`config.mk`:
```
export PLATFORM = sky130hd
export DESIGN_NAME = id_ex_stage
export DESIGN_NICKNAME = d
export VERILOG_FILES = /design/src/rtl/id_ex_stage.sv
export SDC_FILE = /design/constraint.sdc
export NUM_CORES = 1
export LEC_CHECK = 0
export ABC_AREA = 1
export CAP_MARGIN = 20
export CORE_AREA = 8 8 129 131
export DETAILED_ROUTE_END_ITERATION = 8
export DIE_AREA = 0 0 137 139
export DONT_BUFFER_PORTS = 1
export PLACE_DENSITY = 0.48
export SYNTH_ARGS = -nofsm -noshare
export SYNTH_HDL_FRONTEND = slang
export SYNTH_SLANG_ARGS = --single-unit
```
`constraint.sdc`:
```
create_clock -name clk -period 1.05 [get_ports clk]
set_input_delay 0 -clock clk [delete_from_list [all_inputs] [get_ports clk]]
set_output_delay 0 -clock clk [all_outputs]
set_load 0.05 [all_outputs]
```
`src/rtl/id_ex_stage.sv`:
```
// ID/EX pipeline register of the Goldcrest RV32I core: valid/ready capture, operand forwarding and load-use bubble.
// Define OPERAND_FWD_EN to enable EX/MEM and MEM/WB forwarding plus load-use stalling; otherwise operands come straight from the register file.
module id_ex_stage #(
   parameter int XLEN = 32
) (
   input  logic            clk,
   input  logic            rst_n,
   input  logic            in_valid,
   output logic            in_ready,
   input  logic [XLEN-1:0] in_pc,
   input  logic [XLEN-1:0] in_rs1_data,
   input  logic [XLEN-1:0] in_rs2_data,
   input  logic [XLEN-1:0] in_imm,
   input  logic [4:0]      in_rs1,
   input  logic [4:0]      in_rs2,
   input  logic [4:0]      in_rd,
   input  logic [2:0]      in_funct3,
   input  logic            in_funct7_5,
   input  logic            in_is_rtype,
   input  logic            in_use_imm,
   input  logic            in_use_pc,
   input  logic            in_is_branch,
   input  logic            in_is_load,
   input  logic            in_reg_write,
   input  logic [4:0]      exmem_rd,
   input  logic [4:0]      memwb_rd,
   input  logic            exmem_wen,
   input  logic            memwb_wen,
   input  logic            exmem_is_load,
   input  logic [XLEN-1:0] exmem_result,
   input  logic [XLEN-1:0] memwb_result,
   input  logic            flush,
   output logic            out_valid,
   input  logic            out_ready,
   output logic [XLEN-1:0] alu_a,
   output logic [XLEN-1:0] alu_b,
   output logic [XLEN-1:0] store_data,
   output logic [2:0]      alu_select,
   output logic            alu_func7,
   output logic [4:0]      out_rd,
   output logic            out_reg_write,
   output logic            out_is_load
);

   typedef enum logic [1:0] {EMPTY, FULL, LOAD_STALL} state_t;

   state_t          state;
   logic [XLEN-1:0] pc_q;
   logic [XLEN-1:0] imm_q;
   logic [XLEN-1:0] rs1v_q;
   logic            use_pc_q;
   logic            use_imm_q;
   logic            haz1_q;
   logic            haz2_q;

   logic [XLEN-1:0] rs1_fwd;
   logic [XLEN-1:0] rs2_fwd;
   logic            haz1;
   logic            haz2;
   logic            capture;

   assign in_ready = (state == EMPTY) | ((state == FULL) & out_ready);
   assign capture  = in_valid & in_ready & ~flush;

`ifdef OPERAND_FWD_EN
   // A load still in EX/MEM has no data yet, so it is never forwarded from there; that case becomes a bubble.
   always_comb begin
      rs1_fwd = in_rs1_data;
      rs2_fwd = in_rs2_data;
      if ((in_rs1 != 5'd0) && exmem_wen && (exmem_rd == in_rs1) && !exmem_is_load)
         rs1_fwd = exmem_result;
      else if ((in_rs1 != 5'd0) && memwb_wen && (memwb_rd == in_rs1))
         rs1_fwd = memwb_result;
      if ((in_rs2 != 5'd0) && exmem_wen && (exmem_rd == in_rs2) && !exmem_is_load)
         rs2_fwd = exmem_result;
      else if ((in_rs2 != 5'd0) && memwb_wen && (memwb_rd == in_rs2))
         rs2_fwd = memwb_result;
   end

   assign haz1 = (in_rs1 != 5'd0) & exmem_wen & exmem_is_load & (exmem_rd == in_rs1);
   assign haz2 = (in_rs2 != 5'd0) & exmem_wen & exmem_is_load & (exmem_rd == in_rs2);
`else
   logic unused_fwd;

   assign rs1_fwd    = in_rs1_data;
   assign rs2_fwd    = in_rs2_data;
   assign haz1       = 1'b0;
   assign haz2       = 1'b0;
   assign unused_fwd = ^{in_rs1, in_rs2, exmem_rd, memwb_rd, exmem_wen, memwb_wen,
                         exmem_is_load, exmem_result, memwb_result};
`endif

   // Flush beats the stall resolve, which beats a new capture.
   always_ff @(posedge clk or negedge rst_n) begin
      if (!rst_n) begin
         state         <= EMPTY;
         out_valid     <= 1'b0;
         pc_q          <= '0;
         imm_q         <= '0;
         rs1v_q        <= '0;
         use_pc_q      <= 1'b0;
         use_imm_q     <= 1'b0;
         haz1_q        <= 1'b0;
         haz2_q        <= 1'b0;
         alu_a         <= '0;
         alu_b         <= '0;
         store_data    <= '0;
         alu_select    <= 3'b000;
         alu_func7     <= 1'b0;
         out_rd        <= 5'd0;
         out_reg_write <= 1'b0;
         out_is_load   <= 1'b0;
      end else if (flush) begin
         state     <= EMPTY;
         out_valid <= 1'b0;
         haz1_q    <= 1'b0;
         haz2_q    <= 1'b0;
      end else if (state == LOAD_STALL) begin
         if (haz1_q) begin
            rs1v_q <= memwb_result;
            if (!use_pc_q)
               alu_a <= memwb_result;
         end
         if (haz2_q) begin
            store_data <= memwb_result;
            if (!use_imm_q)
               alu_b <= memwb_result;
         end
         haz1_q    <= 1'b0;
         haz2_q    <= 1'b0;
         state     <= FULL;
         out_valid <= 1'b1;
      end else if (capture) begin
         pc_q          <= in_pc;
         imm_q         <= in_imm;
         rs1v_q        <= rs1_fwd;
         use_pc_q      <= in_use_pc;
         use_imm_q     <= in_use_imm;
         haz1_q        <= haz1;
         haz2_q        <= haz2;
         alu_a         <= in_use_pc ? in_pc : rs1_fwd;
         alu_b         <= in_use_imm ? in_imm : rs2_fwd;
         store_data    <= rs2_fwd;
         alu_select    <= in_is_branch ? 3'b000 : in_funct3;
         alu_func7     <= in_is_branch ? 1'b1 : (in_is_rtype & in_funct7_5);
         out_rd        <= in_rd;
         out_reg_write <= in_reg_write;
         out_is_load   <= in_is_load;
         state         <= (haz1 | haz2) ? LOAD_STALL : FULL;
         out_valid     <= ~(haz1 | haz2);
      end else if ((state == FULL) && out_ready) begin
         state     <= EMPTY;
         out_valid <= 1'b0;
      end
   end

endmodule

```
==> results.sh <==
export IMPL_cpLargestDelayFamily="flip-flops"
export IMPL_drt_iter0_markers=313
export IMPL_grt_remaining_overflow=0
export IMPL_rsz0062_at_grt="true"
export IMPL_cts_buffers=9
export IMPL_violations="hold timing, setup timing"
export IMPL_num_rows=45
export IMPL_critPathLaunchType="register"
export IMPL_syn2layout_area_growth_pct=45.1
export IMPL_ios=344
export IMPL_synthDistinctLibCells=16
export IMPL_cts_buffer_depth=2
export IMPL_worst_path_buf_inv=1
export IMPL_yosys_warnings=0
export IMPL_peakVddDrop_mv=0.733
export IMPL_track_usage=0.174
export IMPL_grt_pass1_wl_microns=26600
export IMPL_die_w_microns=137
export IMPL_die_area_sq_mm=0.0190
export IMPL_drive_gt1_frac=0.179
export IMPL_hp_class="in -> async"
export IMPL_viasPerCell=4.78
export IMPL_synthCells=680
export IMPL_drc=0
export IMPL_mostFrequentLayoutCells="338 x nand2_1, 113 x buf_4, 107 x dfrtp_1"
export IMPL_dp_cells=946
export IMPL_synthesis_area_sq_mm=0.00505
export IMPL_fp_dieH_microns=139
export IMPL_syn_area_per_cell_sq_um=7.43
export IMPL_hold_violations=140
export IMPL_path_max_fanout=21
export IMPL_setup_slack_ps=-83.5
export IMPL_fin_skew_ps=5.00
export IMPL_cap_violations=0
export IMPL_cts_tree="built"
export IMPL_grt_max_degree=109
export IMPL_pwr_density_cell_mw_per_mm2=1810
export IMPL_max_stage_delay_ps=440
export IMPL_crit_arrival_ps=1360
export IMPL_portBuffers=0
export IMPL_globalplace_congestion=0.768
export IMPL_cp_required_ps=1280
export IMPL_dp_hpwl_microns=11600
export IMPL_worstSkewPairLatency_ps=340
export IMPL_timing_fmax_mhz=882
export IMPL_p_total_mw=13.2
export IMPL_initial_utilization=0.343
export IMPL_endpoint_kind="register"
export IMPL_holdWs_ps=-654
export IMPL_clkSinkCount=108
export IMPL_period_share=1.08
export IMPL_final_setup_viol_count=108
export IMPL_slew_violations=0
export IMPL_cts_clk_slew_worst_paths_ps=70
export IMPL_place_ws_ps=-42.6
export IMPL_seq_area_frac_synth=0.535
export IMPL_crit_top_cell="nand2_1"
export IMPL_fin_cells=1050
export IMPL_period_minus_slack_ps=1130
export IMPL_synth_nets=915
export IMPL_htreeDepth=3
export IMPL_status="finished with violations"
export IMPL_core_area_sq_mm=0.0148
export IMPL_drt_total_wl_microns=17400
export IMPL_synth_seq_cells=108
export IMPL_finalCoreUtilization=0.497
export IMPL_final_common_cell="nand2_1"
export IMPL_grt_pass1_vias=5149
export IMPL_worstMarginPinSlew_ps=304
export IMPL_num_antenna_cells=0
export IMPL_vias=5018
export IMPL_post_drt_wl_per_cell_microns=16.5
export IMPL_final_nets=1094
export IMPL_drt_pass1_iter_count=4
export IMPL_antenna_found_initial=0
export IMPL_ant_nets=0
export IMPL_ctsRootBufferMaster="clkbuf_16"
export IMPL_worstSetupPathType="reg -> reg"
export IMPL_cpMaxStageDelayCell="dfrtp_2"
export IMPL_slew_headroom=0.795
export IMPL_path_cells="nand2_4 -> nand2_8 -> clkbuf_16 -> nand2_1 -> nand2_1"
export IMPL_p_leak_nw=4.07
[cells by family (layout without fill, tap and decap cells)]
| family | Yosys count | after routing | share of synthesized area |
|---|---|---|---|
| AOI/OAI and AO/OA | 65 | 65 | 0.0644 |
| buffers and inverters | 111 | 293 | 0.0923 |
| DFF | 108 | 108 | 0.535 |
| and+or+nand+nor | 396 | 396 | 0.309 |
[sequential cells by signal, indices dropped and copies added, names as in the netlist]
name and cells:
alu_b 32, alu_a 32, out_reg_write 1, alu_func7 1, store_data 32, state 1, out_rd 5, out_is_load 1
alu_select 3
[worst register-to-register path, stage by stage, from the launching register on]
cell and delay, ps:
dfrtp_2 440, nand2_4 140, nand2_8 110, clkbuf_16 210, nand2_1 70, nand2_1 50
[timing repair]
| item | 4_1_cts | 5_1_grt |
|---|---|---|
| cloned | 2 | 4 |
| resized for setup | 5 | 7 |
| pin swaps | 1 | 1 |
| setup buffers | 3 | 0 |
| hold buffers | 79 | 2 |
| endpoints found under the setup margin | 108 | 109 |
| hold endpoints to repair | 216 | 141 |
[metrics by stage]
stage / setup TNS (ps) / area, sq um
floorplan: -13770 / 5110
global placement: -398 / 6070
detailed placement: -1840 / 6070
CTS: -4950 / 7200
global route: -11170 / 7330
finish: -5040 / 7330
[path summary, 6_finish.rpt]
path                                                 start                          to  slack [ps]  cells past startpoint
worst max-delay path                  state[0]$_DFFE_PN0P_       alu_a[31]$_DFFE_PN0P_         -80                      5
worst min-delay path                                 rst_n   store_data[3]$_DFFE_PN0P_        -650                      0
worst max register to register        state[0]$_DFFE_PN0P_       alu_a[31]$_DFFE_PN0P_         -80                      5
worst min register to register  store_data[15]$_DFFE_PN0P_  store_data[15]$_DFFE_PN0P_         470                      2
max in group asynchronous                            rst_n       alu_b[29]$_DFFE_PN0P_        1560                      0
min in group clk                                in_use_imm        alu_b[0]$_DFFE_PN0P_        -140                      3
[area by class of cell]
| type | count | area [sq um] |
|---|---|---|
| fill | 1456 | 7420 |
| timing repair buffer | 207 | 1940 |
| sequential | 108 | 2700 |
| multi-input combinational | 461 | 1930 |
| clock buffer | 12 | 246 |
| tap | 188 | 235 |
| inverter | 72 | 270 |
| clock inverter | 2 | 12.5 |
[where the power goes]
part | leakage, nW | total (mW) | internal [mW] | switching, mW
logic | 2.60 | 4.94 | 1.55 | 3.39
clock network | 0.125 | 3.12 | 1.65 | 1.47
registers | 1.35 | 5.18 | 4.79 | 0.390
total | 4.07 | 13.2 | 7.99 | 5.25
[routing by layer]
| metal | routed length (microns) | global-route usage | up-vias |
|---|---|---|---|
| met4 | 346 | 0.0658 | 0 |
| met5 | 0 | 0 | - |
| met2 | 8200 | 0.280 | 228 |
| li1 | - | - | 2410 |
| met3 | 1850 | 0.0605 | 23 |
| met1 | 6970 | 0.207 | 2357 |
[cell usage after synthesis, drive strengths merged]
cell | count | area, sq um
inv | 71 | 267
nor2 | 6 | 37.5
nand3 | 43 | 215
buf | 25 | 144
clkinv | 1 | 3.75
nand2 | 347 | 1310
dfrtp | 108 | 2700
o21ai | 65 | 325
clkbuf | 14 | 52.6
(Power assumes the default switching activity.)
